## src/rtl/alu_issue_ctrl_if.sv

```systemverilog
// Request, ALU-drive and response channels of the ALU issue controller.
// ALU_TRAP_EN adds the out_err response flag.
interface alu_issue_ctrl_if #(
  parameter int N = 8
);
  logic         in_valid;
  logic         in_ready;
  logic [1:0]   in_aluop;
  logic [5:0]   in_funct;
  logic [N-1:0] in_a;
  logic [N-1:0] in_b;
  logic [2:0]   alu_f;
  logic [N-1:0] alu_a;
  logic [N-1:0] alu_b;
  logic [N-1:0] alu_y;
  logic         alu_cout;
  logic         out_valid;
  logic         out_ready;
  logic [N-1:0] out_y;
  logic         out_cout;
  logic         out_zero;
`ifdef ALU_TRAP_EN
  logic         out_err;
`endif

  modport slave (
    input  in_valid, in_aluop, in_funct, in_a, in_b, alu_y, alu_cout, out_ready,
    output in_ready, alu_f, alu_a, alu_b, out_valid, out_y, out_cout, out_zero
`ifdef ALU_TRAP_EN
    , output out_err
`endif
  );

  modport master (
    output in_valid, in_aluop, in_funct, in_a, in_b, alu_y, alu_cout, out_ready,
    input  in_ready, alu_f, alu_a, alu_b, out_valid, out_y, out_cout, out_zero
`ifdef ALU_TRAP_EN
    , input out_err
`endif
  );
endinterface

```

## src/rtl/alu_issue_ctrl.sv

```systemverilog
// Sequential issue/capture front end for the 8-bit combinational ALU.
// Optional ALU_TRAP_EN: illegal funct codes return an error response instead of ADD.
module alu_issue_ctrl #(
  parameter int N     = 8,
  parameter int CNT_W = 8
) (
  input  logic             clk,
  input  logic             rst_n,
  alu_issue_ctrl_if.slave  bus,
  output logic [CNT_W-1:0] ops_done
);

  typedef enum logic [1:0] {
    IDLE = 2'b00,
    EXEC = 2'b01,
    DONE = 2'b10
  } state_t;

  localparam logic [CNT_W-1:0] CNT_MAX = {CNT_W{1'b1}};
  localparam logic [CNT_W-1:0] CNT_ONE = {{(CNT_W-1){1'b0}}, 1'b1};

  state_t           state_r, state_s;
  logic [2:0]       alu_f_r;
  logic [N-1:0]     alu_a_r, alu_b_r;
  logic [N-1:0]     out_y_r;
  logic             out_cout_r, out_zero_r, out_valid_r, err_r;
  logic [CNT_W-1:0] ops_done_r;
  logic             in_ready_s, accept_s, trap_s;
  logic [2:0]       dec_f_s;

  // Unknown funct codes fall back to ADD; the trap build screens them separately.
  function automatic logic [2:0] decode_f(input logic [1:0] aluop, input logic [5:0] funct);
    logic [2:0] f;
    case (aluop)
      2'b00:   f = 3'b010;
      2'b01:   f = 3'b110;
      default: begin
        case (funct)
          6'b100000: f = 3'b010;
          6'b100010: f = 3'b110;
          6'b100100: f = 3'b000;
          6'b100101: f = 3'b001;
          6'b101010: f = 3'b111;
          default:   f = 3'b010;
        endcase
      end
    endcase
    return f;
  endfunction

`ifdef ALU_TRAP_EN
  function automatic logic funct_illegal(input logic [1:0] aluop, input logic [5:0] funct);
    logic bad;
    case (funct)
      6'b100000, 6'b100010, 6'b100100, 6'b100101, 6'b101010: bad = 1'b0;
      default:                                               bad = 1'b1;
    endcase
    return aluop[1] & bad;
  endfunction

  assign trap_s      = accept_s & funct_illegal(bus.in_aluop, bus.in_funct);
  assign bus.out_err = err_r;
`else
  assign trap_s      = 1'b0;
`endif

  // In DONE a new request is taken only on the edge that also retires the response.
  assign in_ready_s = (state_r == IDLE) | ((state_r == DONE) & bus.out_ready);
  assign accept_s   = bus.in_valid & in_ready_s;
  assign dec_f_s    = decode_f(bus.in_aluop, bus.in_funct);

  // Next-state decode.
  always_comb begin
    state_s = state_r;
    case (state_r)
      IDLE: begin
        if (accept_s) state_s = trap_s ? DONE : EXEC;
        else          state_s = IDLE;
      end
      EXEC: state_s = DONE;
      DONE: begin
        if (bus.out_ready) begin
          if (accept_s) state_s = trap_s ? DONE : EXEC;
          else          state_s = IDLE;
        end else begin
          state_s = DONE;
        end
      end
      default: state_s = IDLE;
    endcase
  end

  // State, ALU operand, response and counter registers.
  always_ff @(posedge clk or negedge rst_n) begin
    if (!rst_n) begin
      state_r     <= IDLE;
      alu_f_r     <= 3'b000;
      alu_a_r     <= '0;
      alu_b_r     <= '0;
      out_y_r     <= '0;
      out_cout_r  <= 1'b0;
      out_zero_r  <= 1'b0;
      out_valid_r <= 1'b0;
      err_r       <= 1'b0;
      ops_done_r  <= '0;
    end else begin
      state_r     <= state_s;
      out_valid_r <= (state_s == DONE);
      if (accept_s && !trap_s) begin
        alu_f_r <= dec_f_s;
        alu_a_r <= bus.in_a;
        alu_b_r <= bus.in_b;
      end
      if (state_r == EXEC) begin
        out_y_r    <= bus.alu_y;
        out_cout_r <= (alu_f_r[1:0] == 2'b10) & bus.alu_cout;
        out_zero_r <= (bus.alu_y == '0);
        err_r      <= 1'b0;
      end else if (trap_s) begin
        out_y_r    <= '0;
        out_cout_r <= 1'b0;
        out_zero_r <= 1'b0;
        err_r      <= 1'b1;
      end
      // Error responses are not counted as completed operations.
      if ((state_r == DONE) && bus.out_ready && !err_r && (ops_done_r != CNT_MAX)) begin
        ops_done_r <= ops_done_r + CNT_ONE;
      end
    end
  end

  assign bus.in_ready  = in_ready_s;
  assign bus.alu_f     = alu_f_r;
  assign bus.alu_a     = alu_a_r;
  assign bus.alu_b     = alu_b_r;
  assign bus.out_valid = out_valid_r;
  assign bus.out_y     = out_y_r;
  assign bus.out_cout  = out_cout_r;
  assign bus.out_zero  = out_zero_r;
  assign ops_done      = ops_done_r;

endmodule

```

## src/flat_wrapper.sv

```systemverilog
// flat-port wrapper written by rule: the top's interface ports become plain ports
module alu_issue_ctrl_flat 
#(
  parameter int N     = 8,
  parameter int CNT_W = 8
)
  (clk, rst_n, ops_done, bus_in_valid, bus_in_aluop, bus_in_funct, bus_in_a, bus_in_b, bus_alu_y, bus_alu_cout, bus_out_ready, bus_in_ready, bus_alu_f, bus_alu_a, bus_alu_b, bus_out_valid, bus_out_y, bus_out_cout, bus_out_zero);
  alu_issue_ctrl_if #(.N(N)) bus_i ();
  input  logic clk;
  input  logic rst_n;
  output logic [CNT_W-1:0] ops_done;
  input wire logic [$bits(bus_i.in_valid)-1:0] bus_in_valid;
  input wire logic [$bits(bus_i.in_aluop)-1:0] bus_in_aluop;
  input wire logic [$bits(bus_i.in_funct)-1:0] bus_in_funct;
  input wire logic [$bits(bus_i.in_a)-1:0] bus_in_a;
  input wire logic [$bits(bus_i.in_b)-1:0] bus_in_b;
  input wire logic [$bits(bus_i.alu_y)-1:0] bus_alu_y;
  input wire logic [$bits(bus_i.alu_cout)-1:0] bus_alu_cout;
  input wire logic [$bits(bus_i.out_ready)-1:0] bus_out_ready;
  output wire logic [$bits(bus_i.in_ready)-1:0] bus_in_ready;
  output wire logic [$bits(bus_i.alu_f)-1:0] bus_alu_f;
  output wire logic [$bits(bus_i.alu_a)-1:0] bus_alu_a;
  output wire logic [$bits(bus_i.alu_b)-1:0] bus_alu_b;
  output wire logic [$bits(bus_i.out_valid)-1:0] bus_out_valid;
  output wire logic [$bits(bus_i.out_y)-1:0] bus_out_y;
  output wire logic [$bits(bus_i.out_cout)-1:0] bus_out_cout;
  output wire logic [$bits(bus_i.out_zero)-1:0] bus_out_zero;
  assign bus_i.in_valid = bus_in_valid;
  assign bus_i.in_aluop = bus_in_aluop;
  assign bus_i.in_funct = bus_in_funct;
  assign bus_i.in_a = bus_in_a;
  assign bus_i.in_b = bus_in_b;
  assign bus_i.alu_y = bus_alu_y;
  assign bus_i.alu_cout = bus_alu_cout;
  assign bus_i.out_ready = bus_out_ready;
  assign bus_in_ready = bus_i.in_ready;
  assign bus_alu_f = bus_i.alu_f;
  assign bus_alu_a = bus_i.alu_a;
  assign bus_alu_b = bus_i.alu_b;
  assign bus_out_valid = bus_i.out_valid;
  assign bus_out_y = bus_i.out_y;
  assign bus_out_cout = bus_i.out_cout;
  assign bus_out_zero = bus_i.out_zero;
  alu_issue_ctrl #(.N(N), .CNT_W(CNT_W)) u_core (.clk(clk), .rst_n(rst_n), .bus(bus_i), .ops_done(ops_done));
endmodule
```

## config.mk

```make
export PLATFORM = sky130hd
export DESIGN_NAME = alu_issue_ctrl_flat
export DESIGN_NICKNAME = d
export VERILOG_FILES = /design/src/rtl/alu_issue_ctrl_if.sv /design/src/rtl/alu_issue_ctrl.sv /design/src/flat_wrapper.sv
export SDC_FILE = /design/constraint.sdc
export NUM_CORES = 1
export LEC_CHECK = 0
export CAP_MARGIN = 20
export CORE_ASPECT_RATIO = 0.75
export CORE_MARGIN = 3
export CORE_UTILIZATION = 41
export CTS_CLUSTER_DIAMETER = 150
export DETAILED_ROUTE_END_ITERATION = 12
export PLACE_DENSITY = 0.81
export SLEW_MARGIN = 40
export SYNTH_ARGS = -nofsm -noshare
export SYNTH_HDL_FRONTEND = slang
export SYNTH_SLANG_ARGS = --single-unit
export TNS_END_PERCENT = 5
```

## constraint.sdc

```tcl
create_clock -name clk -period 2 [get_ports clk]
set_clock_uncertainty 0.05 [all_clocks]
set_input_delay 0.3 -clock clk [delete_from_list [all_inputs] [get_ports clk]]
set_output_delay 0.3 -clock clk [all_outputs]
set_load 0.01 [all_outputs]
```

==> summary.md <==
Compared with the post-synthesis result, the final layout area differs by 58.0%. The ratio of routed vias to standard cells came out at 4.99. The number of buffers between clock root and the deepest sink is 2, and the area of the mapped netlist is 0.00167 mm². The cell sitting at the root of the clock tree is a clkbuf_8. STA puts the critical path data arrival time at 1.34 ns.

The tools report the data required time of the worst path as 1.65 ns. The leakage power figure is 1.11 nW, and the tightest slew margin relative to the limit is 0.672. The share of synthesized registers carrying an async set or reset was 1.00. The clock latency on the worst-skew pair is 0.28 ns, and the final critical-path share of the clock period is 0.847.

At the pin with the least slew margin, the transition time is 0.492 ns. Summing all non-filler instances in the final layout gives an area of 0.00263 mm². The placed instance count came out at 249. The tools report the share of the core filled with cells as 0.697. The clock-pin slew on the worst setup and hold paths was 0.07 ns; the violation count after the first detailed-routing iteration was 65.

Entering global routing, the biggest net connects 26 pins. Most used flip-flop cell after synthesis: dfrtp_1. After global routing the overflow that remains totals 0.

Synthesis instantiated 31 different standard cells from the library. Max-cap violations in this run came to 0. The run gives 0 as the max-slew violation total from the final report. The floorplan step set the die width to 79.6 µm. Buffers inserted during clock tree synthesis total 5.

The logs give 258 for the non-filler instance count after layout and 76 for the number of top-level pins. The wire length of the first global-routing pass is 6420 µm. The run gives 243 as the net count reported at finish. The count of buffers added on input and output ports is 75. For the detailed-route via count, the log shows 1,288. The register area share after synthesis is 0.601, and the number of antenna violations at the first check in global routing is 0. The clock period minus final worst setup slack is 1.69 ns. Startpoint kind of the worst setup timing path: a register. Remaining design rule violation count: 0. Final hold analysis gives a worst-case slack of 0.435 ns. The H-tree generated during clock tree synthesis spans 2 levels. Number of setup buffers added after CTS: 0. The critical path goes through clkdlybuf4s50_1. The share of the synthesized area in the top cell type works out to 0.601. In this run the cell area measured after placement is 0.00251 mm². Yosys attributes the largest share of cell area to dfrtp_1 60%, mux2_2 18%, nand2_1 1.6%, nand3_1 1.2%, o21ai_0 1.2%.

VDD sags by at most 0.678 mV. The number of global-route vias before repair is 1,376, and the power density over cell area is 1070 mW/mm². In the synthesized netlist, the number of instances is 123. The cell family contributing the most delay on the critical path is buffers and inverters. TritonCTS built the clock tree. Setup repair after global routing left no endpoint under its margin. Across all setup checks in the final design, the least slack found is 0.307 ns.

The area enclosed by the die boundary was 0.00487 mm²; the count of state elements after synthesis was 40. The final sum of negative setup slack is 0 ns, and the share of cells above drive strength 1 is 0.204. Clock sink count: 40. Leading area contributor after synthesis: dfrtp_1. Setup violations remaining at the end of the flow were counted as 0. OpenSTA, run right after detailed placement, puts the worst setup slack at 0.0223 ns.

The run gives 2990 µm as the post-DP HPWL. Combined buffer and inverter count along the critical path: 1. The type of the worst setup path was register to primary output.

STA classifies the critical path endpoint as a primary output. For the synthesized net count, the log shows 161. In this run the core area contains 19 standard-cell rows.

The peak clock frequency supported by timing was 591 MHz; the final antenna diode count was 0. The critical-path maximum fanout is 8, and the count of flip-flops with a built-in enable after synthesis is 0. For the core footprint, the log shows 0.00378 mm².

The first TritonRoute pass finished after 4 iterations. Once detail routing completed, the nets flagged for antenna violations numbered 0. The wire length per cell is 14.8 µm.

The total routing usage reported by global routing is 0.176. For the last weighted congestion value of the routability-driven placer, the log shows 0.764. The number of endpoints with negative hold slack in the final report came out at 0. The starting density of the core was 0.441. Power comes to 2.82 mW.

The vertical die dimension was 61.2 µm. The total wirelength of the detailed-routed design is 3830 µm, and the mean post-synth cell area is 13.5 µm². The run finished with clean final reports. Standard cell with the maximum stage delay on the critical path: clkdlybuf4s50_1. The largest single stage delay on the critical path is 0.59 ns. The min-delay analysis places its worst path in the category primary input to async pin. The Yosys step of the flow raised 0 warnings.
what timing repair did:
item,4_1_cts,5_1_grt
endpoints found under the hold margin,15,0
setup endpoints to repair,0,1
hold buffers,1,0
gates resized for setup,0,1
cell usage after synthesis (all sizes together), types with 2 or more instances:
cell and n:
a31oi 2, a21oi 2, nand3 5, and3 3, nor2b 3, nor2 2
nand2 7, o21ai 4, inv 3, xnor2 2, dfrtp 40, nand3b 2
buf 3, mux2 27, o31ai 2, nor4 2, nand2b 2
layout make-up:
type                       count  area, µm²
fill                         262       1150
sequential                    40       1000
timing repair buffer          78        806
multi-input combinational     77        639
clock buffer                   5       68.8
tap                           52       65.1
clock inverter                 3       42.5
inverter                       3       11.3
report_power, final:
group / internal, mW / switching [mW]
Clock: 0.369 / 0.263
Combinational: 0.637 / 0.366
Sequential: 1.03 / 0.156
Total: 2.04 / 0.785
cells by family (layout without fill, tap and decap cells):
kind of cell / Yosys count / count (layout) / synth area share
AOI/OAI and AO/OA: 14 / 14 / 0.0601
xor gates and xnor gates: 2 / 2 / 0.0105
adders and majority gates: 1 / 1 / 0.00751
buffers and inverters: 6 / 89 / 0.0158
DFF: 40 / 40 / 0.601
muxes: 27 / 27 / 0.185
and+or+nand+nor: 33 / 33 / 0.121
final timing paths:
check	from	endpoint	slack [ns]	cells past startpoint
setup / recovery	u_core.ops_done[4]	ops_done[4]	0.31	1
hold / removal	rst_n	u_core.ops_done[7]	0.43	2
setup reg to reg	u_core.ops_done[0]	u_core.ops_done[1]	0.38	5
hold reg to reg	u_core.bus.alu_b[5]	u_core.bus.alu_b[5]	0.46	1
max in group asynchronous	rst_n	u_core.bus.alu_b[7]	1.01	3
min in group clk	u_core.bus.alu_b[5]	u_core.bus.alu_b[5]	0.46	1
flip-flops by register name, summed over array words and instances, names as in the netlist:
signal	flops
u_core.bus.alu_a	8
u_core.bus.alu_b	8
u_core.bus.alu_f	3
u_core.bus.out_cout	1
u_core.bus.out_valid	1
u_core.bus.out_y	8
u_core.bus.out_zero	1
u_core.ops_done	8
u_core.state_r	2
per-layer routing:
| layer | wire length [µm] | GRT usage | up-vias |
|---|---|---|---|
| met1 | 1610 | 0.219 | 622 |
| met5 | 0 | 0 | - |
| li1 | - | - | 604 |
| met4 | 12 | 0.0539 | 0 |
| met2 | 1850 | 0.288 | 58 |
| met3 | 355 | 0.0702 | 4 |
placed cells by master, fill, tap and decap left out, drive strengths merged:
cell | synthesis | final
nor2b | 3 | 3
dlymetal6s2s | 0 | 1
clkinv | 0 | 1
a31oi | 2 | 2
o21ai | 4 | 4
nor2 | 2 | 2
nand3b | 2 | 2
and4 | 1 | 1
nor4b | 1 | 1
o22ai | 1 | 1
nand2 | 7 | 7
clkinvlp | 0 | 1
nand2b | 2 | 2
clkbuf | 0 | 5
and3 | 3 | 3
xnor2 | 2 | 2
o21a | 1 | 1
buf | 3 | 3
nor4 | 2 | 2
clkdlybuf4s50 | 0 | 73
or3b | 1 | 1
a21oi | 2 | 2
inv | 3 | 3
dfrtp | 40 | 40
and3b | 1 | 1
nor3b | 1 | 1
and2 | 1 | 1
o2bb2a | 1 | 1
mux2 | 27 | 27
or2b | 1 | 1
bufinv | 0 | 1
ha | 1 | 1
nand3 | 5 | 5
a41oi | 1 | 1
dlygate4sd3 | 0 | 1
o31ai | 2 | 2
(Power assumes the default switching activity.)
